`config.mk`:
```
export PLATFORM = sky130hd
export DESIGN_NAME = sha_padder_wide_flat
export DESIGN_NICKNAME = d
export VERILOG_FILES = /design/src/rtl/sha_padder_wide_if.sv /design/src/rtl/sha_padder_wide.sv /design/src/flat_wrapper.sv
export SDC_FILE = /design/constraint.sdc
export NUM_CORES = 2
export LEC_CHECK = 0
export BUFFER_PORTS_ARGS = -buffer_cell sky130_fd_sc_hd__buf_2
export CORE_MARGIN = 2
export CORE_UTILIZATION = 45
export CTS_CLUSTER_SIZE = 16
export DETAILED_ROUTE_END_ITERATION = 7
export PLACE_DENSITY_LB_ADDON = 0.15
export SYNTH_ARGS = -nofsm -noshare
export SYNTH_HDL_FRONTEND = slang
export SYNTH_SLANG_ARGS = --single-unit
```
`constraint.sdc`:
```
create_clock -name clk -period 66.3 [get_ports clk]
set_input_delay 9.945 -clock clk [delete_from_list [all_inputs] [get_ports clk]]
set_output_delay 9.945 -clock clk [all_outputs]
set_load 0.01 [all_outputs]
```
`src/rtl/sha_padder_wide_if.sv`:
```
// Host-to-padder byte beats and padder-to-core block handshake.
// master = host/core side, slave = padder.
interface sha_padder_wide_if #(
  parameter int IN_BYTES   = 1,
  parameter int BLOCK_BITS = 512
);
  localparam int IB_W = $clog2(IN_BYTES + 1);

  logic                  in_valid;
  logic                  in_ready;
  logic [8*IN_BYTES-1:0] in_data;
  logic [IB_W-1:0]       in_bytes;
  logic                  in_last;
  logic                  blk_valid;
  logic                  blk_ready;
  logic [BLOCK_BITS-1:0] blk_data;
  logic                  blk_last;

  modport master (
    output in_valid, in_data, in_bytes, in_last, blk_ready,
    input  in_ready, blk_valid, blk_data, blk_last
  );

  modport slave (
    input  in_valid, in_data, in_bytes, in_last, blk_ready,
    output in_ready, blk_valid, blk_data, blk_last
  );
endinterface

```
`src/rtl/sha_padder_wide.sv`:
```
// SHA padder: packs byte beats into blocks, appends 0x80, zero fill, big-endian bit length.
// Final block valid 2 cycles after last beat (1-block tail); in_ready drops while asm is full or the tail is being built.
module sha_padder_wide #(
  parameter int IN_BYTES   = 1,
  parameter int BLOCK_BITS = 512,
  parameter int LEN_BITS   = 64
) (
  input logic             clk,
  input logic             rst,
  sha_padder_wide_if.slave bus
);
  localparam int BLOCK_BYTES = BLOCK_BITS / 8;
  localparam int LEN_BYTES   = LEN_BITS / 8;
  localparam int CNT_W       = $clog2(BLOCK_BYTES + 1);
  localparam logic [CNT_W-1:0]      FULL_CNT = CNT_W'(BLOCK_BYTES);
  localparam logic [CNT_W-1:0]      LEN_POS  = CNT_W'(BLOCK_BYTES - LEN_BYTES);
  localparam logic [BLOCK_BITS-1:0] PAD_BYTE = {8'h80, {(BLOCK_BITS-8){1'b0}}};

  typedef enum logic [1:0] {ACCUM, PAD, LENB, DONE} state_t;

  state_t                state_q, state_d;
  logic [BLOCK_BITS-1:0] asm_q, asm_d;
  logic [CNT_W-1:0]      cnt_q, cnt_d;
  logic [LEN_BITS-1:0]   bitlen_q, bitlen_d;
  logic                  asm_full_q, asm_full_d;
  logic                  asm_final_q, asm_final_d;
  logic                  blk_valid_q, blk_valid_d;
  logic [BLOCK_BITS-1:0] blk_data_q, blk_data_d;
  logic                  blk_last_q, blk_last_d;
  logic [BLOCK_BITS-1:0] beat_ext;
  logic                  in_ready;
  logic                  accept;
  logic                  xfer;

  assign in_ready = (state_q == ACCUM) && !asm_full_q && !rst;
  assign accept   = bus.in_valid && in_ready;
  assign xfer     = asm_full_q && (!blk_valid_q || bus.blk_ready);

  assign bus.in_ready  = in_ready;
  assign bus.blk_valid = blk_valid_q;
  assign bus.blk_data  = blk_data_q;
  assign bus.blk_last  = blk_last_q;

  always_ff @(posedge clk or posedge rst) begin
    if (rst) begin
      state_q     <= ACCUM;
      asm_q       <= '0;
      cnt_q       <= '0;
      bitlen_q    <= '0;
      asm_full_q  <= 1'b0;
      asm_final_q <= 1'b0;
      blk_valid_q <= 1'b0;
      blk_data_q  <= '0;
      blk_last_q  <= 1'b0;
    end else begin
      state_q     <= state_d;
      asm_q       <= asm_d;
      cnt_q       <= cnt_d;
      bitlen_q    <= bitlen_d;
      asm_full_q  <= asm_full_d;
      asm_final_q <= asm_final_d;
      blk_valid_q <= blk_valid_d;
      blk_data_q  <= blk_data_d;
      blk_last_q  <= blk_last_d;
    end
  end

  always_comb begin
    state_d     = state_q;
    asm_d       = asm_q;
    cnt_d       = cnt_q;
    bitlen_d    = bitlen_q;
    asm_full_d  = asm_full_q;
    asm_final_d = asm_final_q;
    blk_valid_d = blk_valid_q;
    blk_data_d  = blk_data_q;
    blk_last_d  = blk_last_q;

    // Beat left-aligned with invalid trailing bytes forced to zero, so it can be OR-ed in at cnt.
    beat_ext = '0;
    for (int i = 0; i < IN_BYTES; i++) begin
      if (i < int'(bus.in_bytes)) begin
        beat_ext[BLOCK_BITS-1-8*i -: 8] = bus.in_data[8*IN_BYTES-1-8*i -: 8];
      end
    end

    if (xfer) begin
      blk_data_d  = asm_q;
      blk_last_d  = asm_final_q;
      blk_valid_d = 1'b1;
      asm_d       = '0;
      cnt_d       = '0;
      asm_full_d  = 1'b0;
    end else if (blk_valid_q && bus.blk_ready) begin
      blk_valid_d = 1'b0;
    end

    case (state_q)
      ACCUM: begin
        if (accept) begin
          asm_d    = asm_q | (beat_ext >> {cnt_q, 3'b000});
          cnt_d    = cnt_q + CNT_W'(bus.in_bytes);
          bitlen_d = bitlen_q + LEN_BITS'({bus.in_bytes, 3'b000});
          if (cnt_d == FULL_CNT) asm_full_d = 1'b1;
          if (bus.in_last) state_d = PAD;
        end
      end
      PAD: begin
        if (!asm_full_q) begin
          asm_d      = asm_q | (PAD_BYTE >> {cnt_q, 3'b000});
          asm_full_d = 1'b1;
          // Length only fits behind the 0x80 if at least LEN_BYTES bytes remain.
          if (cnt_q < LEN_POS) begin
            asm_d[LEN_BITS-1:0] = bitlen_q;
            asm_final_d         = 1'b1;
            state_d             = DONE;
          end else begin
            state_d = LENB;
          end
        end
      end
      LENB: begin
        if (!asm_full_q) begin
          asm_d       = {{(BLOCK_BITS-LEN_BITS){1'b0}}, bitlen_q};
          asm_full_d  = 1'b1;
          asm_final_d = 1'b1;
          state_d     = DONE;
        end
      end
      DONE: begin
        if (xfer) begin
          bitlen_d    = '0;
          asm_final_d = 1'b0;
          state_d     = ACCUM;
        end
      end
      default: state_d = ACCUM;
    endcase
  end
endmodule

```
`src/flat_wrapper.sv`:
```
// flat-port wrapper written by rule: the top's interface ports become plain ports
module sha_padder_wide_flat 
#(
  parameter int IN_BYTES   = 1,
  parameter int BLOCK_BITS = 512,
  parameter int LEN_BITS   = 64
)
  (clk, rst, bus_in_valid, bus_in_data, bus_in_bytes, bus_in_last, bus_blk_ready, bus_in_ready, bus_blk_valid, bus_blk_data, bus_blk_last);
  sha_padder_wide_if #(.IN_BYTES(IN_BYTES), .BLOCK_BITS(BLOCK_BITS)) bus_i ();
  input logic clk;
  input logic rst;
  input wire logic [$bits(bus_i.in_valid)-1:0] bus_in_valid;
  input wire logic [$bits(bus_i.in_data)-1:0] bus_in_data;
  input wire logic [$bits(bus_i.in_bytes)-1:0] bus_in_bytes;
  input wire logic [$bits(bus_i.in_last)-1:0] bus_in_last;
  input wire logic [$bits(bus_i.blk_ready)-1:0] bus_blk_ready;
  output wire logic [$bits(bus_i.in_ready)-1:0] bus_in_ready;
  output wire logic [$bits(bus_i.blk_valid)-1:0] bus_blk_valid;
  output wire logic [$bits(bus_i.blk_data)-1:0] bus_blk_data;
  output wire logic [$bits(bus_i.blk_last)-1:0] bus_blk_last;
  assign bus_i.in_valid = bus_in_valid;
  assign bus_i.in_data = bus_in_data;
  assign bus_i.in_bytes = bus_in_bytes;
  assign bus_i.in_last = bus_in_last;
  assign bus_i.blk_ready = bus_blk_ready;
  assign bus_in_ready = bus_i.in_ready;
  assign bus_blk_valid = bus_i.blk_valid;
  assign bus_blk_data = bus_i.blk_data;
  assign bus_blk_last = bus_i.blk_last;
  sha_padder_wide #(.IN_BYTES(IN_BYTES), .BLOCK_BITS(BLOCK_BITS), .LEN_BITS(LEN_BITS)) u_core (.clk(clk), .rst(rst), .bus(bus_i));
endmodule
```
# Yosys cells after proc, flatten, opt, wreduce, memory -nomap -nowiden
# Cells that the tools add are included.
word_totals:
  mem_bits_ro: 0
  latchBits: 0
  n_memories: 0
  reg_bits: 1101
  input_bits: 14
  ramBits: 0
classes:
  n_addsub: 2
  reduce_logical: 17
  order_cmp: 2
  n_eq_ne: 10
  shift: 2
  n_mux: 32
  div: 0
  bitwise_logic: 2
  n_mul: 0
ops:
  columns: ["cell", "n"]
  rows:
  - ["$mux 512", 4]
  - ["$pmux 512 s3", 1]
  - ["$or 512x512->512", 2]
  - ["$shr 512x10->512", 1]
  - ["$shr 512x10->512 const A", 1]
  - ["$mux 64", 3]
  - ["$pmux 64 s2", 1]
  - ["$add 64x4->64", 1]
  - ["$mux 7", 3]
  - ["$mux 1", 11]
  - ["$mux 2", 5]
  - ["$reduce_and 5->1", 2]
  - ["$mux 8", 1]
  - ["$pmux 2 s4", 1]
  - ["$add 7x1->7", 1]
  - ["$eq 7x7->1 const B", 1]
  - ["$lt 7x6->1 const B", 1]
  - ["$ne 2x1->1 const B", 3]
  - ["$ne 2x2->1 const B", 3]
  - ["$logic_and 1x1->1", 5]
  - ["$eq 2x2->1 const B", 2]
  - ["$reduce_bool 2->1", 2]
  - ["$logic_not 1->1", 3]
  - ["$pmux 1 s3", 1]
  - ["8 further kinds", 8]

# Longest topological paths before layout
logic_depth:
  ltp_word: 7
  mapped_depth: 12
  mapped_depth_nobuf: 7

# Worst setup path after synthesis
# OpenSTA, ideal clock, no wires.
synth_timing:
  path_type: "input to output"
  from: "input rst"
  to: "output bus_in_ready"
  required_time_ns: 56.355
  arrival_ns: 10.235
  path_stages: 1
  slack_ns: 46.120
  path_cell_list: "nor3_1"
synth_via:
  elab_chain_len: 2
synth_lines:
  columns: ["item", "line_no", "source"]
  rows:
  - ["start: declaration", "flat_wrapper.sv:11", "input logic rst;"]
  - ["$logic_not 1->1", "sha_padder_wide.sv:35", "assign in_ready = (state_q == ACCUM) && !asm_full_q && !rst;"]
  - ["$logic_and 1x1->1", "sha_padder_wide.sv:35", null]
  - ["end: declaration", "flat_wrapper.sv:17", "output wire logic [$bits(bus_i.in_ready)-1:0] bus_in_ready;"]
# No other way between the ends.

# Worst setup path after layout
# Ends and elaborated chain as after synthesis.

==> results by group <==
Synth
  – Post-synthesis cell type count: 73
  – Seq cells post-synth: 1098
  – Synth Warn #: 0
  – Mux contribution to synthesized area: 0.164%
  – Yosys top cell by area: dfrtp_1
  – Simple-Gate Fraction of Synth Area: 19.9%
  – Top-area cell type share of the netlist area: 63.3%
  – Avg Cell Area, Syn: 10.0 um2
  – Sequential share of the synthesized area: 63.3%
  – Largest family of logic cells by synthesized area: simple AND/OR/NAND/NOR gates
  – Complex-gate fraction of the synthesized area: 13.4%
  – Post-Synth Adder-Cell Area: 0.231%
  – Syn nets: 4343
  – Synthesized cell area: 43400 um2
  – FFs w/ async S/R, synth: 100%
  – Area share of xor/xnor cells in the synthesized design: 0.141%
  – Top post-synthesis cells by area: dfrtp_1 (63%), nand2_1 (15%), a22o_1 (6.4%), clkbuf_1 (2.4%), nor2_1 (1.3%)
  – Syn Inst Count: 4321
  – Most used DFF post-synth: dfrtp_1
  – EDFF count, synth: 0

Cells and area
  – Most common cell after layout, fill and taps aside: nand2_1
  – Nets: 4753
  – Register area: 27500 um2
  – Layout cells sized above 1: 17.9%
  – Multi-input logic area: 14900 um2
  – Final Non-Filler Cells: 6090
  – FILL cells: 8758
  – Finished Core Util: 53.8%
  – N_diodes: 0
  – Area growth, synth to finish: 18.1%
  – Commonest non-fill, non-tap cells in the layout: nand2_1 (1693), dfrtp_1 (1097), buf_2 (528)

Route
  – Avg WL per Cell: 25.2 um
  – Met3 Routed Length: 10.5 mm
  – DR vias: 34900
  – Top layer in use: met5
  – Number of remaining DRC errors: 0
  – DRT Wirelength: 153 mm
  – Iteration-0 DRC Markers: 3917
  – Routed Antenna Nets: 0
  – Drt pass-1 iters: 6
  – Routed met2 length: 72.6 mm
  – Wire length on met1: 64.3 mm
  – Via-to-Cell Ratio: 5.73

CTS
  – CTS sink cnt: 1098
  – Post_cts resized: 0
  – Clk pin slew, worst setup/hold paths: 0.07 ns
  – Cts bufs inserted: 112
  – Worst-Skew Late Latency: 0.71 ns
  – Htree depth: 3
  – Hold buffer count at CTS: 0
  – Root Driver: clkbuf_16
  – Clk buf depth: 3
  – Postcts setup bufs: 0
  – CTS tree: yes

Pwr
  – Worst-case vdd ir drop: 0.0790 mV
  – Sequential power share: 40.4%
  – Static Leakage: 27.5 nW
  – Comb pwr share: 20.1%
  – Int Pwr: 0.00112 W
  – Switch Pwr: 0.000587 W
  – Switching part of the total: 34.5%
  – Clock network power share: 39.5%
  – Pwr/cell area: 33.3 nW/um2

Global route
  – Vias in the first global route: 33500
  – Total gr overflow: 0
  – Largest net degree at the start of global routing: 242
  – GRT Util Overall: 30.6%
  – Initial antenna violation count: 4
  – First-pass GRT wire length: 225 mm

Timing
  – Min cycle time layout: 20.35 ns
  – Tcrit/Tclk final: 30.7%
  – Fin Setup TNS: 0 ns
  – Achievable frequency: 49.2 MHz
  – Max-Slew Margin vs Limit: 1.58%
  – Final Max Tran Viols: 0
  – Final Hold Vio Count: 0
  – Count of final setup violators: 0
  – Least-Margin Pin Slew: 1.48 ns
  – Clk_skew: 0.0429 ns
  – Hold Slack: 0.460 ns
  – RSZ-0062 raised after global routing: false
  – Final WS setup: 45.95 ns

Die
  – IO Pins: 529
  – Total die area: 98900 um2
  – Initial Util: 45.5%
  – Row cnt: 113
  – Die Wd: 314 um
  – Die Height: 314 um
  – Core box area: 95300 um2

Setup path
  – CP Class: input port to output port
  – Worst setup EP type: output port
  – Reg-to-reg endpoint: u_core.bus.blk_data[27]
  – Maximum fanout along the worst path: 4
  – R2R setup slack: 61.60 ns
  – Reg2reg start: u_core.asm_full_q
  – Crit start category: input port
  – Crit. Startpoint: rst
  – Arr. time, crit path: 10.40 ns
  – R2R depth: 7
  – Worst setup endpoint: bus_in_ready
  – Req. time, crit path: 56.35 ns

Placement
  – Port buffer count: 528
  – Gpl congestion: 0.892
  – Inst Count DP: 5882
  – Post-DP HPWL: 99.6 mm
  – Pre-CTS WS: 45.95 ns

Flow run
  – Number of max-cap violations: 0

Status
  – Status: complete, no violations

Min path
  – Hold Crit Class: flop to flop
==> state kept, by name (all words and copies together) (netlist names) <==
| register | flops |
|---|---|
| u_core.state_q | 2 |
| u_core.bus.blk_data | 512 |
| u_core.bitlen_q | 61 |
| u_core.bus.blk_valid | 1 |
| u_core.cnt_q | 7 |
| u_core.bus.blk_last | 1 |
| u_core.asm_final_q | 1 |
| u_core.asm_q | 512 |
| u_core.asm_full_q | 1 |
==> routing by layer <==
layer,vias up,GRT usage (%)
li1,15500,-
met2,1425,48.6
met5,-,0
met3,263,4.81
met4,4,12.0
met1,17700,42.3
==> cells in the mapped netlist (32+ instances only) <==
cell type  number
o31ai_1        32
nand3_1        45
dfrtp_1      1098
a22o_1        317
nor2_1        150
a21oi_1       110
nand2_1      1694
clkbuf_1      275
nor3_1         56
a22oi_1        38
a32o_1         42
o21ai_0        98
==> cells by family (layout without fill, tap and decap cells) <==
logic type | count (synthesis) | in the layout
flops | 1098 | 1098
mux | 7 | 7
buf+inv | 324 | 828
fa+ha+maj | 8 | 8
simple gates | 2116 | 2116
compound gates | 761 | 761
xor+xnor | 7 | 7
==> worst min path at each step <==
stage | start | slack (ns) | end | cells past startpoint
global placement | u_core.asm_q[129] | 0.45 | u_core.bus.blk_data[129] | 2
detailed placement | u_core.asm_q[378] | 0.45 | u_core.bus.blk_data[378] | 2
floorplan | u_core.asm_q[49] | 0.43 | u_core.bus.blk_data[49] | 2
finish | u_core.asm_q[147] | 0.46 | u_core.bus.blk_data[147] | 2
global route | u_core.bus.blk_data[302] | 0.48 | u_core.bus.blk_data[302] | 2
CTS | u_core.asm_q[286] | 0.46 | u_core.bus.blk_data[286] | 2
==> per-stage QoR <==
stage / instance area [um2] / total power, W
2_1_floorplan: 43400 / 0.000917
3_3_place_gp: 47300 / 0.00104
3_5_place_dp: 47300 / 0.00104
4_1_cts: 51200 / 0.00171
5_1_grt: 51200 / 0.00176
6_report: 51200 / 0.00170
==> power by group through the flow <==
stage	Clock [W]	Combinational [W]	Sequential, W
after CTS	0.000682	0.000341	0.000687
after detailed placement	0	0.000341	0.000699
after global placement	0	0.000339	0.000699
final	0.000673	0.000343	0.000688
after floorplan	0	0.000219	0.000698
after global routing	0.000711	0.000365	0.000688
==> worst max-delay path, stage by stage <==
cell and delay [ns]:
buf_2 0.14, nor3_1 0.16, buf_2 0.15
==> layout make-up <==
cell class | instances | area share, %
sequential | 1098 | 53.6
clock buffer | 161 | 6.42
inverter | 15 | 0.125
clock inverter | 47 | 1.25
timing repair buffer | 605 | 6.43
tap | 1265 | 3.09
multi-input combinational | 2899 | 29.0
No activity file was read; power rests on OpenSTA's default activity.
